`config.mk`:
```
export PLATFORM = sky130hd
export DESIGN_NAME = sound_player
export DESIGN_NICKNAME = d
export VERILOG_FILES = /design/src/rtl/sound_player.sv
export SDC_FILE = /design/constraint.sdc
export NUM_CORES = 1
export LEC_CHECK = 0
export ABC_AREA = 1
export CORE_MARGIN = 4
export CORE_UTILIZATION = 45
export CTS_BUF_LIST = sky130_fd_sc_hd__clkbuf_2 sky130_fd_sc_hd__clkbuf_4 sky130_fd_sc_hd__clkbuf_8
export CTS_CLUSTER_DIAMETER = 80
export CTS_CLUSTER_SIZE = 40
export DETAILED_ROUTE_END_ITERATION = 10
export PLACE_DENSITY = 0.7
export REMOVE_ABC_BUFFERS = 1
export SETUP_SLACK_MARGIN = 0.4
export SYNTH_ARGS = -nofsm -noshare
export SYNTH_HDL_FRONTEND = slang
export SYNTH_SLANG_ARGS = --single-unit
```
`constraint.sdc`:
```
create_clock -name clk -period 5.1 [get_ports clk]
set_input_delay 1.02 -clock clk [delete_from_list [all_inputs] [get_ports clk]]
set_output_delay 1.02 -clock clk [all_outputs]
set_load 0.01 [all_outputs]
```
`src/rtl/sound_player.sv`:
```
// -----------------------------------------------------------------------------
// sound_player
//
// Sequenced square-wave sound generator. A one-cycle play_sound event selects a
// short melody (sound_code 1..3) that is played as fixed-length square-wave
// notes, each followed by a silent gap. Code 0 aborts playback, codes 4..7 are
// ignored. A new valid code while playing restarts from the first note.
//
// Parameters:
//   CLK_FREQ    clock frequency in Hz
//   NOTE_MS     tone length of every note in ms
//   GAP_MS      silent gap after every note in ms
//
// Ports:
//   clk         system clock
//   rstn        asynchronous active-low reset
//   sound_code  melody select, sampled only while play_sound is high
//   play_sound  trigger, each high cycle is one event
//   audio_pwm   square-wave audio output
//   audio_sd    amplifier enable (1 = on), identical to busy
//   busy        high from the first tone through the last gap
// -----------------------------------------------------------------------------
module sound_player #(
  parameter int CLK_FREQ = 100_000_000,
  parameter int NOTE_MS  = 80,
  parameter int GAP_MS   = 20
) (
  input  logic       clk,
  input  logic       rstn,
  input  logic [2:0] sound_code,
  input  logic       play_sound,
  output logic       audio_pwm,
  output logic       audio_sd,
  output logic       busy
);

  localparam int NOTE_CYCLES = CLK_FREQ / 1000 * NOTE_MS;
  localparam int GAP_CYCLES  = CLK_FREQ / 1000 * GAP_MS;

  localparam int HALF_C5 = CLK_FREQ / (2 * 523);
  localparam int HALF_E5 = CLK_FREQ / (2 * 659);
  localparam int HALF_G5 = CLK_FREQ / (2 * 784);
  localparam int HALF_C6 = CLK_FREQ / (2 * 1047);

  // C5 is the lowest note, so it has the longest half-period.
  localparam int MAX_DUR = (NOTE_CYCLES > GAP_CYCLES) ? NOTE_CYCLES : GAP_CYCLES;
  localparam int MAX_CNT = (MAX_DUR > HALF_C5) ? MAX_DUR : HALF_C5;
  localparam int CNT_W   = $clog2(MAX_CNT + 1);

  localparam logic [CNT_W-1:0] NOTE_LAST = CNT_W'(NOTE_CYCLES - 1);
  localparam logic [CNT_W-1:0] GAP_LAST  = CNT_W'(GAP_CYCLES - 1);
  localparam logic [CNT_W-1:0] HALF_C5_W = CNT_W'(HALF_C5);
  localparam logic [CNT_W-1:0] HALF_E5_W = CNT_W'(HALF_E5);
  localparam logic [CNT_W-1:0] HALF_G5_W = CNT_W'(HALF_G5);
  localparam logic [CNT_W-1:0] HALF_C6_W = CNT_W'(HALF_C6);

  typedef enum logic [1:0] {
    IDLE,
    TONE,
    GAP
  } state_t;

  state_t           r_state;
  logic [1:0]       r_code;
  logic [1:0]       r_idx;
  logic [CNT_W-1:0] r_durCnt;
  logic [CNT_W-1:0] r_toneCnt;
  logic             r_pwm;
  logic             r_busy;

  logic             w_start;
  logic             w_stop;
  logic [CNT_W-1:0] w_half;
  logic [CNT_W-1:0] w_halfLast;
  logic [1:0]       w_lastIdx;

  // Only codes 1..3 start a melody; code 0 stops; 4..7 fall through untouched.
  assign w_start = play_sound && !sound_code[2] && (sound_code[1:0] != 2'b00);
  assign w_stop  = play_sound && (sound_code == 3'd0);

  // Melody table: half-period of the current note and index of the final note.
  always_comb begin
    w_half    = HALF_G5_W;
    w_lastIdx = 2'd0;
    case (r_code)
      2'd2: begin
        w_lastIdx = 2'd1;
        w_half    = (r_idx == 2'd0) ? HALF_E5_W : HALF_C5_W;
      end
      2'd3: begin
        w_lastIdx = 2'd3;
        case (r_idx)
          2'd0:    w_half = HALF_C5_W;
          2'd1:    w_half = HALF_E5_W;
          2'd2:    w_half = HALF_G5_W;
          default: w_half = HALF_C6_W;
        endcase
      end
      default: begin
        w_lastIdx = 2'd0;
        w_half    = HALF_G5_W;
      end
    endcase
  end

  assign w_halfLast = w_half - CNT_W'(1);

  // Playback FSM. Stop and (re)start triggers override whatever state we are
  // in, which also gives a trigger on the final-gap cycle priority over the
  // return to IDLE, so busy stays high across back-to-back melodies.
  always_ff @(posedge clk or negedge rstn) begin
    if (!rstn) begin
      r_state   <= IDLE;
      r_code    <= 2'd0;
      r_idx     <= 2'd0;
      r_durCnt  <= '0;
      r_toneCnt <= '0;
      r_pwm     <= 1'b0;
      r_busy    <= 1'b0;
    end else if (w_stop) begin
      r_state   <= IDLE;
      r_idx     <= 2'd0;
      r_durCnt  <= '0;
      r_toneCnt <= '0;
      r_pwm     <= 1'b0;
      r_busy    <= 1'b0;
    end else if (w_start) begin
      r_state   <= TONE;
      r_code    <= sound_code[1:0];
      r_idx     <= 2'd0;
      r_durCnt  <= '0;
      r_toneCnt <= '0;
      r_pwm     <= 1'b0;
      r_busy    <= 1'b1;
    end else begin
      case (r_state)
        IDLE: begin
          r_pwm  <= 1'b0;
          r_busy <= 1'b0;
        end
        TONE: begin
          if (r_durCnt == NOTE_LAST) begin
            r_state   <= GAP;
            r_durCnt  <= '0;
            r_toneCnt <= '0;
            r_pwm     <= 1'b0;
          end else begin
            r_durCnt <= r_durCnt + CNT_W'(1);
            if (r_toneCnt == w_halfLast) begin
              r_toneCnt <= '0;
              r_pwm     <= ~r_pwm;
            end else begin
              r_toneCnt <= r_toneCnt + CNT_W'(1);
            end
          end
        end
        GAP: begin
          r_pwm <= 1'b0;
          if (r_durCnt == GAP_LAST) begin
            r_durCnt <= '0;
            if (r_idx == w_lastIdx) begin
              r_state <= IDLE;
              r_busy  <= 1'b0;
            end else begin
              r_state   <= TONE;
              r_idx     <= r_idx + 2'd1;
              r_toneCnt <= '0;
            end
          end else begin
            r_durCnt <= r_durCnt + CNT_W'(1);
          end
        end
        default: begin
          r_state <= IDLE;
          r_pwm   <= 1'b0;
          r_busy  <= 1'b0;
        end
      endcase
    end
  end

  assign audio_pwm = r_pwm;
  assign busy      = r_busy;
  assign audio_sd  = r_busy;

endmodule

```
== Word-level counts from Yosys, hierarchy flattened ==
Cells that the tools add are included.

* Word-level logic and storage cells: 84
* Output and inout port bits: 3
* Input port bits: 6
* Bits in registers: 54

* $add $sub $neg: 4
* Reductions and logical operators: 16
* Eq/ne operators: 18
* Multiplexer cells: 37
* Bitwise gates (word level): 2

{| class="wikitable"
|+ Operators with widths
! kind !! count
|-
| $mux 23 || 10
|-
| $pmux 23 s2 || 2
|-
| $pmux 17 s3 || 1
|-
| $add 23x1->23 const B || 2
|-
| $pmux 17 s2 || 1
|-
| $eq 23x21->1 const B || 1
|-
| $eq 23x23->1 || 1
|-
| $eq 23x23->1 const B || 1
|-
| $sub 23x1->23 const B || 1
|-
| $mux 2 || 9
|-
| $ne 4x4->1 const B || 4
|-
| $mux 15 || 1
|-
| $reduce_and 3->1 || 4
|-
| $mux 1 || 10
|-
| $ne 3x3->1 const B || 3
|-
| $eq 2x2->1 const B || 4
|-
| $pmux 2 s3 || 1
|-
| $reduce_bool 3->1 || 2
|-
| $ne 5x5->1 const B || 1
|-
| $eq 2x1->1 const B || 2
|-
| $logic_not 2->1 || 2
|-
| $pmux 2 s2 || 1
|-
| $reduce_bool 4->1 || 1
|-
| $logic_and 1x1->1 || 3
|-
| other kinds (8) || 9
|}

== Longest topological paths before layout ==
Gate-level depths: netlist of run 1.

* Depth in word-level cells: 10
* Gate-level depth with buffers: 20
* Gate-level depth less buffers: 19

== Least setup slack after synthesis of run 1 ==
OpenSTA, ideal clock, no wires.

* Kind: input -> register
* Start point: input port sound_code[2]
* End point: register r_toneCnt[10]
* Library setup time: 66 ps
* Cell stages on the path: 11
* Path slack: 2,747 ps
* Arrival time: 2,288 ps
* Path buffers: 1
* Data required time: 5,034 ps
* Cells stage by stage: inv_1 -> nand2_2 -> inv_1 -> nor2_2 -> inv_2 -> o21ai_0 -> a21oi_2 -> inv_1 -> clkbuf_1 -> nand2_1 -> nand2_1

* Cells in the longest elaborated chain, start to end: 5
* Elaborated cells on any way between the ends: 11
* Classes of those cells: eq/ne: 2; mux: 2; reduce/logical: 7

{| class="wikitable"
|+ Ends and longest elaborated chain
! item !! RTL line !! text
|-
| start, declared || 30 || <nowiki>input logic [2:0] sound_code,</nowiki>
|-
| $logic_not 1->1 || 78 || <nowiki>assign w_start = play_sound && !sound_code[2] && (sound_code[1:0] != 2'b00);</nowiki>
|-
| $logic_and 1x1->1 (2 in a row) || 78 ||
|-
| $ne 4x4->1 (no source line), or another cell as far along || - ||
|-
| $reduce_and 3->1 (no source line) / $mux 23 (equally long branches) || - ||
|-
| end signal, assigned || 153 || <nowiki>r_toneCnt <= r_toneCnt + CNT_W'(1);</nowiki>
|-
| end, declared || 67 || <nowiki>logic [CNT_W-1:0] r_toneCnt;</nowiki>
|}

Several ways; a longest one is shown, not always the timed one.
A chain may end at the register's enable or synchronous reset.

== Final worst setup path of run 1 ==
* Start point: input port sound_code[2]
* End point: register r_toneCnt[5]

The elaborated chain is that of the path after synthesis.

==> metrics.txt, run 1 <==
status finished, final reports clean; Die Y 104 µm; WL/cell 14.0 µm; pin count of the biggest net entering global routing 55; layout cells sized above 1 4.23%; FP Rows 34; max incr delay on CP 0.52 ns; worst-case clock buffer depth 2; Peak Freq 313 MHz; nets 656; sequential element share of the synthesized area 32.3%; Total Power 1.46 mW; Detailed Place HPWL 7.99 mm; number of buffers created by CTS 5; total grt overflow 0; Max Slew Vio Count 0; Logic pwr share 44.4%; CP top delay family buffers and inverters; pwr/cell area 330 mW/mm²; slew margin rel. 44.9%; CP most frequent cell inv_1; met2 Use GR 28.4%; CTS tree built; Critical Path Start Type primary input; slew at the pin closest to its max-slew limit 0.824 ns; Reg clk slew, reported paths 0.09 ns; final period utilization 62.6%; Yosys top cell area share 32.3%; CTS root buffer clkbuf_8; first-pass GRT wire length 17.8 mm; P_int 0.808 mW; VDD IR-drop max 0.148 mV; largest cells by area after synthesis dfrtp_1 (32%), nand2_1 (18%), inv_1 (7.8%); worst skew pair latency 0.32 ns; final setup TNS 0 ns; Die ar. 0.0109 mm²; H-tree levels 2; clock share of power 18.5%; cells along the critical path clkdlybuf4s50_1, inv_1, nand2_2, inv_1, nor2_2, inv_2, o21ai_0, a21oi_2, inv_1, nand2_1, nand2_1; commonest non-fill, non-tap cell in the layout nand2_1; area of the core 0.00889 mm²; flop2flop setup slack 1.94 ns; post-synth top area cell dfrtp_1; cell area after layout 0.00444 mm²; IO Pins 9; Starting Density 47.0%; GRT Total Usage 19.4%; max-cap viol count 0; Die X 104 µm; vias in the first global route 3679; pre-CTS WS 1.62 ns; CP Buf/Inv Count 5; post-layout min period 3.19 ns; tightest hold margin 0.511 ns; number of synthesized register bits 54; fin util 49.9%; met3 Usage GRT 2.48%; post-synthesis cell count 634; Final Hold Viols 0; Worst EP required 5.34 ns; Synth Cell Area 0.00418 mm²; commonest non-fill, non-tap cells in the layout nand2_1 (200), inv_1 (87), nor2_1 (57); routed vias/inst 5.40; DRT antenna net count 0; worst path arrival time 3.43 ns; unique cell type count in the Yosys netlist 30; Synth warnings 0; Area growth, synth to finish 6.07%; non-filler instance count after layout 746; DRC 0; final critical-path setup slack 1.91 ns; area post-placement 0.00433 mm²; GP Congestion 0.923; worst-path fanout max 21; Routed Wire Length 10.4 mm; Worst Hold Class reg -> reg; clk_skew 0.0233 ns; met1 Use GR 29.9%; hold_buf cts 0; Switching Power 0.655 mW; setup repair bufs after CTS 0; placed insts 738; initial antenna violation count 0; port buffer count 8; switching share of power 44.8%; final setup vio count 0; leak pwr 2.13 nW; gr busiest metal met1; Critical-path top delay cell inv_1; Via Count 4028; DR pass1 iterations 5; Iter 0 DRT Violations 330; CP endpoint kind flip-flop; clk sinks 54; Antenna Cells 0; Flop pwr share 37.1%; post-CTS sizing 0; CP Class in -> reg; Avg Synthesized Cell Area 6.60 µm²; RSZ-0062 raised after global routing no
kinds of logic after synthesis:
kind of cell               count (synthesis)  synth area share, %
adders and majority gates                 13                 3.89
muxes                                      1                0.239
AOI/OAI and AO/OA                         44                 6.13
DFF                                       54                 32.3
buffers and inverters                    105                 10.1
and+or+nand+nor                          388                 41.2
xor gates and xnor gates                  29                 6.07
path summary, 6_finish.rpt:
check	startpoint	endpoint	cells after the start
min in group asynchronous	rstn	r_durCnt[17]$_DFFE_PN0N_	2
min reg2reg	r_durCnt[0]$_DFFE_PN0N_	r_durCnt[0]$_DFFE_PN0N_	1
max reg2reg	r_idx[0]$_DFFE_PN0P_	r_toneCnt[5]$_DFFE_PN0P_	19
max in group asynchronous	rstn	r_state[1]$_DFFE_PN0P_	2
min	r_durCnt[0]$_DFFE_PN0N_	r_durCnt[0]$_DFFE_PN0N_	1
max	sound_code[2]	r_toneCnt[5]$_DFFE_PN0P_	11
layer usage:
layer  share of wire [%]  routed length [µm]
met1                  50                5250
met2                  42                4400
met3                 6.4                 664
met4                 1.2                 129
met5                   0                   0
cell usage after synthesis:
| cell type | n |
|---|---|
| a21oi_1 | 7 |
| a21oi_2 | 1 |
| buf_2 | 3 |
| buf_4 | 3 |
| buf_6 | 2 |
| clkbuf_1 | 6 |
| dfrtp_1 | 54 |
| ha_1 | 13 |
| inv_1 | 87 |
| inv_2 | 4 |
| mux2i_1 | 1 |
| nand2_1 | 200 |
| nand2_2 | 5 |
| nand3_1 | 54 |
| nand3_2 | 2 |
| nand3b_1 | 15 |
| nand4_1 | 24 |
| nor2_1 | 57 |
| nor2_2 | 1 |
| nor3_1 | 16 |
| nor4_1 | 13 |
| o211ai_1 | 1 |
| o211ai_2 | 1 |
| o21ai_0 | 17 |
| o21ai_1 | 1 |
| o21bai_1 | 2 |
| o22ai_1 | 14 |
| or2_2 | 1 |
| xnor2_1 | 3 |
| xor2_1 | 26 |
flip-flops by register name, summed over array words and instances, names as in the netlist:
| name | count |
|---|---|
| r_durCnt | 23 |
| r_toneCnt | 23 |
| r_code | 2 |
| r_idx | 2 |
| r_state | 2 |
| audio_pwm | 1 |
| audio_sd | 1 |
layout make-up:
cell class              count  area [µm²]
repair buffers             10        90.1
inverters                  91         342
multi-input cells         475        2410
clock buffers               7        96.3
fillers                   847        4460
flip-flops and latches     54        1350
well taps                 108         135
clock inverters             1        8.76
power groups by stage:
stage / sequential [mW] / combinational, mW / clock, mW
after floorplan: 0.538 / 0.479 / 0
after global placement: 0.550 / 0.634 / 0
after detailed placement: 0.550 / 0.649 / 0
after CTS: 0.542 / 0.653 / 0.276
after global routing: 0.550 / 0.746 / 0.290
final: 0.542 / 0.650 / 0.270
(Power assumes the default switching activity.)
==> run 2: changes to the inputs <==
- PLACE_DENSITY: 0.7 -> 0.72
- clock period: 5.1 -> 2.58 ns (I/O delays scaled with it)
==> run 2 against run 1 <==
Effect of this change: worst hold slack got worse by 0.33 ns; clock power rose by 88%; highest routed layer unchanged; largest power group unchanged; critical path depth rose by 8; non-clock buffer count rose by 32; sequential cell count did not move.
==> metrics.txt, run 2 (synthesis results as in run 1) <==
final critical-path setup slack 0.0989 ns (was 1.91 ns); Die ar. 0.0109 mm² (unchanged); worst-path fanout max 5 (was 21); final setup vio count 0 (unchanged); VDD IR-drop max 0.395 mV (was 0.148 mV); pwr/cell area 712 mW/mm² (was 330 mW/mm²); GP Congestion 0.925 (was 0.923); leak pwr 2.35 nW (was 2.13 nW); post-layout min period 2.48 ns; non-filler instance count after layout 779 (was 746); CP endpoint kind flip-flop (unchanged); GRT Total Usage 20.7% (was 19.4%); Worst EP required 2.78 ns (was 5.34 ns); Via Count 4409 (was 4028); final period utilization 96.2%; commonest non-fill, non-tap cells in the layout nand2_1 (192), inv_1 (77), nor2_1 (51) (was nand2_1 (200), inv_1 (87), nor2_1 (57)); Iter 0 DRT Violations 399 (was 330); max-cap viol count 0 (unchanged); IO Pins 9 (unchanged); DRT antenna net count 0 (unchanged); DR pass1 iterations 5 (unchanged); total grt overflow 0 (unchanged); initial antenna violation count 0 (unchanged); routed vias/inst 5.66 (was 5.40); DRC 0 (unchanged); port buffer count 8 (unchanged); pre-CTS WS -0.122 ns (was 1.62 ns); worst skew pair latency 0.32 ns (about the same); H-tree levels 2 (unchanged); status finished, final reports clean (unchanged); nets 689 (was 656); number of buffers created by CTS 5 (unchanged); Routed Wire Length 12.2 mm (was 10.4 mm); vias in the first global route 3948 (was 3679); commonest non-fill, non-tap cell in the layout nand2_1 (unchanged); Critical Path Start Type flip-flop (was primary input); slew margin rel. 54.7% (was 44.9%); Starting Density 47.0% (unchanged); Antenna Cells 0 (unchanged); clk_skew 0.0135 ns (was 0.0233 ns); first-pass GRT wire length 18.9 mm (was 17.8 mm); Reg clk slew, reported paths 0.10 ns (was 0.09 ns); worst-case clock buffer depth 2 (unchanged); pin count of the biggest net entering global routing 55 (unchanged); clk sinks 54 (unchanged); CTS tree built (unchanged); slew at the pin closest to its max-slew limit 0.674 ns (was 0.824 ns); hold_buf cts 0 (unchanged); layout cells sized above 1 17.1% (was 4.23%); CTS root buffer clkbuf_8 (unchanged); Die X 104 µm (unchanged); Area growth, synth to finish 21.5% (was 6.07%); area of the core 0.00889 mm² (unchanged); placed insts 745 (was 738); Max Slew Vio Count 0 (unchanged); Detailed Place HPWL 8.09 mm (was 7.99 mm); Worst Hold Class in -> async (was reg -> reg); RSZ-0062 raised after global routing yes (was no); FP Rows 34 (unchanged); fin util 57.1% (was 49.9%); CP Class reg -> reg (was in -> reg); Final Hold Viols 0 (unchanged); worst path arrival time 2.69 ns (was 3.43 ns); Peak Freq 403 MHz; top flop regs r_durCnt: 23 flops, r_toneCnt: 23 flops (unchanged); Die Y 104 µm (unchanged); WL/cell 15.7 µm (was 14.0 µm)
## run 2: cell count changes in the layout (fill, tap and decap cells not counted), moves of 6 or more
cell	change
nand3_1	-7
nand2_1	-8
o22ai_2	+6
nor2_1	-6
inv_1	-10
o22ai_1	-6
ha_1	-7
buf_4	+19
buf_6	+7
ha_4	+6
## run 2: stage by stage
stage / power (mW) / hold slack, ns / TNS, ns / instance area [µm²]
final: 3.62 / 0.179 / 0 / 5080
after CTS: 3.21 / 0.203 / 0 / 4700
after floorplan: 2.01 / 0.220 / -9.41 / 4100
after detailed placement: 2.49 / 0.494 / -2.08 / 4400
after global routing: 3.86 / 0.200 / -0.835 / 5080
after global placement: 2.45 / 0.484 / -0.0949 / 4400
## run 2: worst paths after layout
kind | startpoint | endpoint | slack (ns) | cells past startpoint
setup / recovery | r_idx[1]$_DFFE_PN0P_ | r_toneCnt[3]$_DFFE_PN0P_ | 0.1 | 19
hold / removal | rstn | r_durCnt[0]$_DFFE_PN0N_ | 0.18 | 2
setup reg to reg | r_idx[1]$_DFFE_PN0P_ | r_toneCnt[3]$_DFFE_PN0P_ | 0.1 | 19
hold reg to reg | audio_sd$_DFFE_PN0P_ | audio_sd$_DFFE_PN0P_ | 0.52 | 2
max in group asynchronous | rstn | r_code[1]$_DFFE_PN0P_ | 2.12 | 2
min in group clk | audio_sd$_DFFE_PN0P_ | audio_sd$_DFFE_PN0P_ | 0.52 | 2
## run 2: cell type report
cell class,instances,area [µm²]
multi-input combinational,475,2700
sequential,54,1360
clock inverter,2,13.8
fill,809,3810
clock buffer,6,76.3
inverter,91,355
timing repair inverter,1,5.00
timing repair buffer,42,442
tap,108,135
## run 2: critical path, stage by stage, from the launching register on
cell and delay, ns:
dfrtp_2 0.49, inv_4 0.09, ha_4 0.19, nand3_4 0.09
nand2_4 0.07, ha_4 0.27, inv_2 0.03, nand2_2 0.04
nand2_1 0.05, nor2_1 0.09, nand3_1 0.08, nor2_1 0.13
nand3_1 0.09, nor2_1 0.08, nand3_1 0.11, inv_2 0.10
nand2_4 0.09, buf_12 0.15, nand3b_1 0.08, nand2_1 0.07
## run 2: power breakdown
part | leakage (nW) | internal [mW] | switching, mW
Clock | 0.0486 | 0.204 | 0.304
Sequential | 0.730 | 0.952 | 0.161
Combinational | 1.57 | 0.810 | 1.18
Total | 2.35 | 1.97 | 1.65
## run 2: timing repair
item                       in CTS  in global routing
buffers inserted               10                 12
cloned                          0                  4
setup endpoints to repair      38                 47
pin swaps                       5                 15
gates resized for setup        35                 56
## run 2: per-layer routing
layer  GRT usage [%]  share of wire [%]  up-vias  wire length, µm
li1                -                  -     2122                -
met1            29.9                 45     2040             5480
met2            32.4                 46      228             5600
met3            2.86                7.7       19              940
met4            5.70                1.8        0              223
met5               0                  0        -                0
==> run 3: changes to the inputs <==
- CORE_MARGIN: 4 -> 1.5
==> run 3 against run 2 <==
Effect of this change: sequential power hardly changed; via count is 1.0% lower; wire length hardly changed; worst hold slack worse by 0.028 ns; sequential cell count stayed put; non-clock buffer count is 2 higher; clock power is 4.1% lower; largest power group unchanged; highest routed layer unchanged.
==> metrics.txt, run 3 (synthesis results as in run 1) <==
status finished, final reports clean (unchanged); pin count of the biggest net entering global routing 37 (was 55); routed vias/inst 5.60 (was 5.66); filler cell count 816 (was 809); DRT antenna net count 0 (unchanged); RSZ-0062 raised after global routing yes (unchanged); port buffer count 8 (unchanged); pwr/cell area 696 mW/mm² (was 712 mW/mm²); VDD IR-drop max 0.356 mV (was 0.395 mV); Critical Path Start r_idx[1]$_DFFE_PN0P_ (unchanged); first-pass GRT wire length 20.4 mm (was 18.9 mm); CTS tree built (unchanged); CP Class reg -> reg (unchanged); area of the core 0.00885 mm² (was 0.00889 mm²); worst path arrival time 2.76 ns (was 2.69 ns); GRT Total Usage 25.8% (was 20.7%); Die ar. 0.00988 mm² (was 0.0109 mm²); number of buffers created by CTS 5 (unchanged); worst-case clock buffer depth 2 (unchanged); Worst Hold Class in -> async (unchanged); DR pass1 iterations 5 (unchanged); hold_buf cts 0 (unchanged); Routed Wire Length 12.3 mm (was 12.2 mm); final period utilization 98.7% (was 96.2%); final setup vio count 0 (unchanged); Peak Freq 393 MHz (was 403 MHz); slew margin rel. 54.5% (was 54.7%); Worst EP required 2.80 ns (was 2.78 ns); CP most frequent cell nand2_1; Via Count 4365 (was 4409); IO Pins 9 (unchanged); CTS root buffer clkbuf_8 (unchanged); DRC 0 (unchanged); clk sinks 54 (unchanged); vias in the first global route 4240 (was 3948); clk_skew 0.0122 ns (was 0.0135 ns); Detailed Place HPWL 8.32 mm (was 8.09 mm); Max Slew Vio Count 0 (unchanged); r2r endpoint r_toneCnt[18]$_DFFE_PN0P_ (was r_toneCnt[3]$_DFFE_PN0P_); WL/cell 15.7 µm (about the same); total grt overflow 0 (unchanged); CP endpoint kind flip-flop (unchanged); worst skew pair latency 0.32 ns (about the same); top flop regs r_durCnt: 23 flops, r_toneCnt: 23 flops (unchanged); Die X 99.4 µm (was 104 µm); cells along the critical path ha_2, inv_1, nand3_4, nand2_4, ha_4, nand3_1, a21oi_2, buf_4, nand2_1, nand3_1, nand2_1, nor2_2, nand2_2, inv_4, nand2_8, clkbuf_16, nand3b_1, nand2_1 (was inv_4, ha_4, nand3_4, nand2_4, ha_4, inv_2, nand2_2, nand2_1, nor2_1, nand3_1, nor2_1, nand3_1, nor2_1, nand3_1, inv_2, nand2_4, buf_12, nand3b_1, nand2_1); leak pwr 2.31 nW (was 2.35 nW); Starting Density 47.3% (was 47.0%); H-tree levels 2 (unchanged); flop2flop setup slack 0.03 ns (was 0.1 ns); Critical Path Start Type flip-flop (unchanged); Reg clk slew, reported paths 0.10 ns (about the same); commonest non-fill, non-tap cells in the layout nand2_1 (192), inv_1 (78), dfrtp_1 (52) (was nand2_1 (192), inv_1 (77), nor2_1 (51)); post-layout min period 2.55 ns (was 2.48 ns); Final Hold Viols 0 (unchanged); slew at the pin closest to its max-slew limit 0.677 ns (was 0.674 ns); worst reg2reg path depth 18 (was 19); layout cells sized above 1 15.3% (was 17.1%); commonest non-fill, non-tap cell in the layout nand2_1 (unchanged); max-cap viol count 0 (unchanged); worst-path fanout max 5 (unchanged); Critical-path top delay cell dfrtp_2 (unchanged); worst r2r src r_idx[1]$_DFFE_PN0P_ (unchanged); max incr delay on CP 0.48 ns (was 0.49 ns); initial antenna violation count 0 (unchanged); Total Power 3.47 mW (was 3.62 mW); Iter 0 DRT Violations 435 (was 399); GP Congestion 0.967 (was 0.925); Area growth, synth to finish 19.2% (was 21.5%); Die Y 99.4 µm (was 104 µm); tightest hold margin 0.151 ns (was 0.179 ns); worst setup path end r_toneCnt[18]$_DFFE_PN0P_ (was r_toneCnt[3]$_DFFE_PN0P_); nets 691 (was 689); FP Rows 34 (unchanged); Antenna Cells 0 (unchanged)
## run 3: cell type report
| type | instances | area, µm² | share of cell area, % |
|---|---|---|---|
| tap | 108 | 135 | 2.71 |
| multi-input combinational | 475 | 2610 | 52.4 |
| timing repair buffer | 44 | 439 | 8.81 |
| sequential | 54 | 1350 | 27.2 |
| timing repair inverter | 1 | 5.00 | 0.100 |
| inverter | 91 | 353 | 7.08 |
| clock buffer | 6 | 76.3 | 1.53 |
| clock inverter | 1 | 7.51 | 0.151 |
## run 3: worst min-delay path by stage
stage,from,endpoint,slack [ns],cells after the start
floorplan,rstn,audio_pwm$_DFFE_PN0P_,0.22,0
global placement,audio_sd$_DFFE_PN0P_,audio_sd$_DFFE_PN0P_,0.48,2
detailed placement,audio_sd$_DFFE_PN0P_,audio_sd$_DFFE_PN0P_,0.50,2
CTS,rstn,r_durCnt[13]$_DFFE_PN0N_,0.17,1
global route,rstn,r_durCnt[0]$_DFFE_PN0N_,0.18,1
finish,rstn,r_durCnt[13]$_DFFE_PN0N_,0.15,1
## run 3: where the power goes
part	internal (mW)	leakage, nW	switching, mW
clock network	0.198	0.0407	0.288
registers	0.950	0.734	0.148
logic	0.745	1.54	1.14
## run 3: worst max-delay path: cells and delay by family (launching register included)
family / cells / cell delay (ns)
AOI/OAI and AO/OA: 1 / 0.17
adders and majority gates: 2 / 0.35
buffers and inverters: 4 / 0.49
DFF: 1 / 0.48
and+or+nand+nor: 11 / 0.93
## run 3: layer usage
metal / share of wire, % / vias to the layer above / GRT usage, %
li1: - / 2117 / -
met1: 44 / 2044 / 35.8
met2: 47 / 192 / 41.7
met3: 7.9 / 12 / 4.50
met4: 1.2 / 0 / 6.72
met5: 0 / - / 0
## run 3: per-stage QoR
| stage | setup slack [ns] | TNS (ns) | instances | utilization [%] | cell area (µm²) |
|---|---|---|---|---|---|
| finish | 0.0332 | 0 | 780 | 56.3 | 4980 |
| global route | -0.116 | -1.91 | 780 | 56.3 | 4980 |
| CTS | 0.132 | 0 | 769 | 53.9 | 4770 |
| detailed placement | -0.0992 | -1.73 | 744 | 49.6 | 4390 |
| global placement | 0.00311 | 0 | 744 | 49.6 | 4390 |
| floorplan | -0.489 | -9.41 | 620 | - | 4100 |
## run 3: repair_timing
item | 4_1_cts | 5_1_grt
cloned | 3 | 1
resized for setup | 36 | 30
pin swaps | 5 | 10
setup buffers | 15 | 10
setup endpoints to repair | 22 | 48
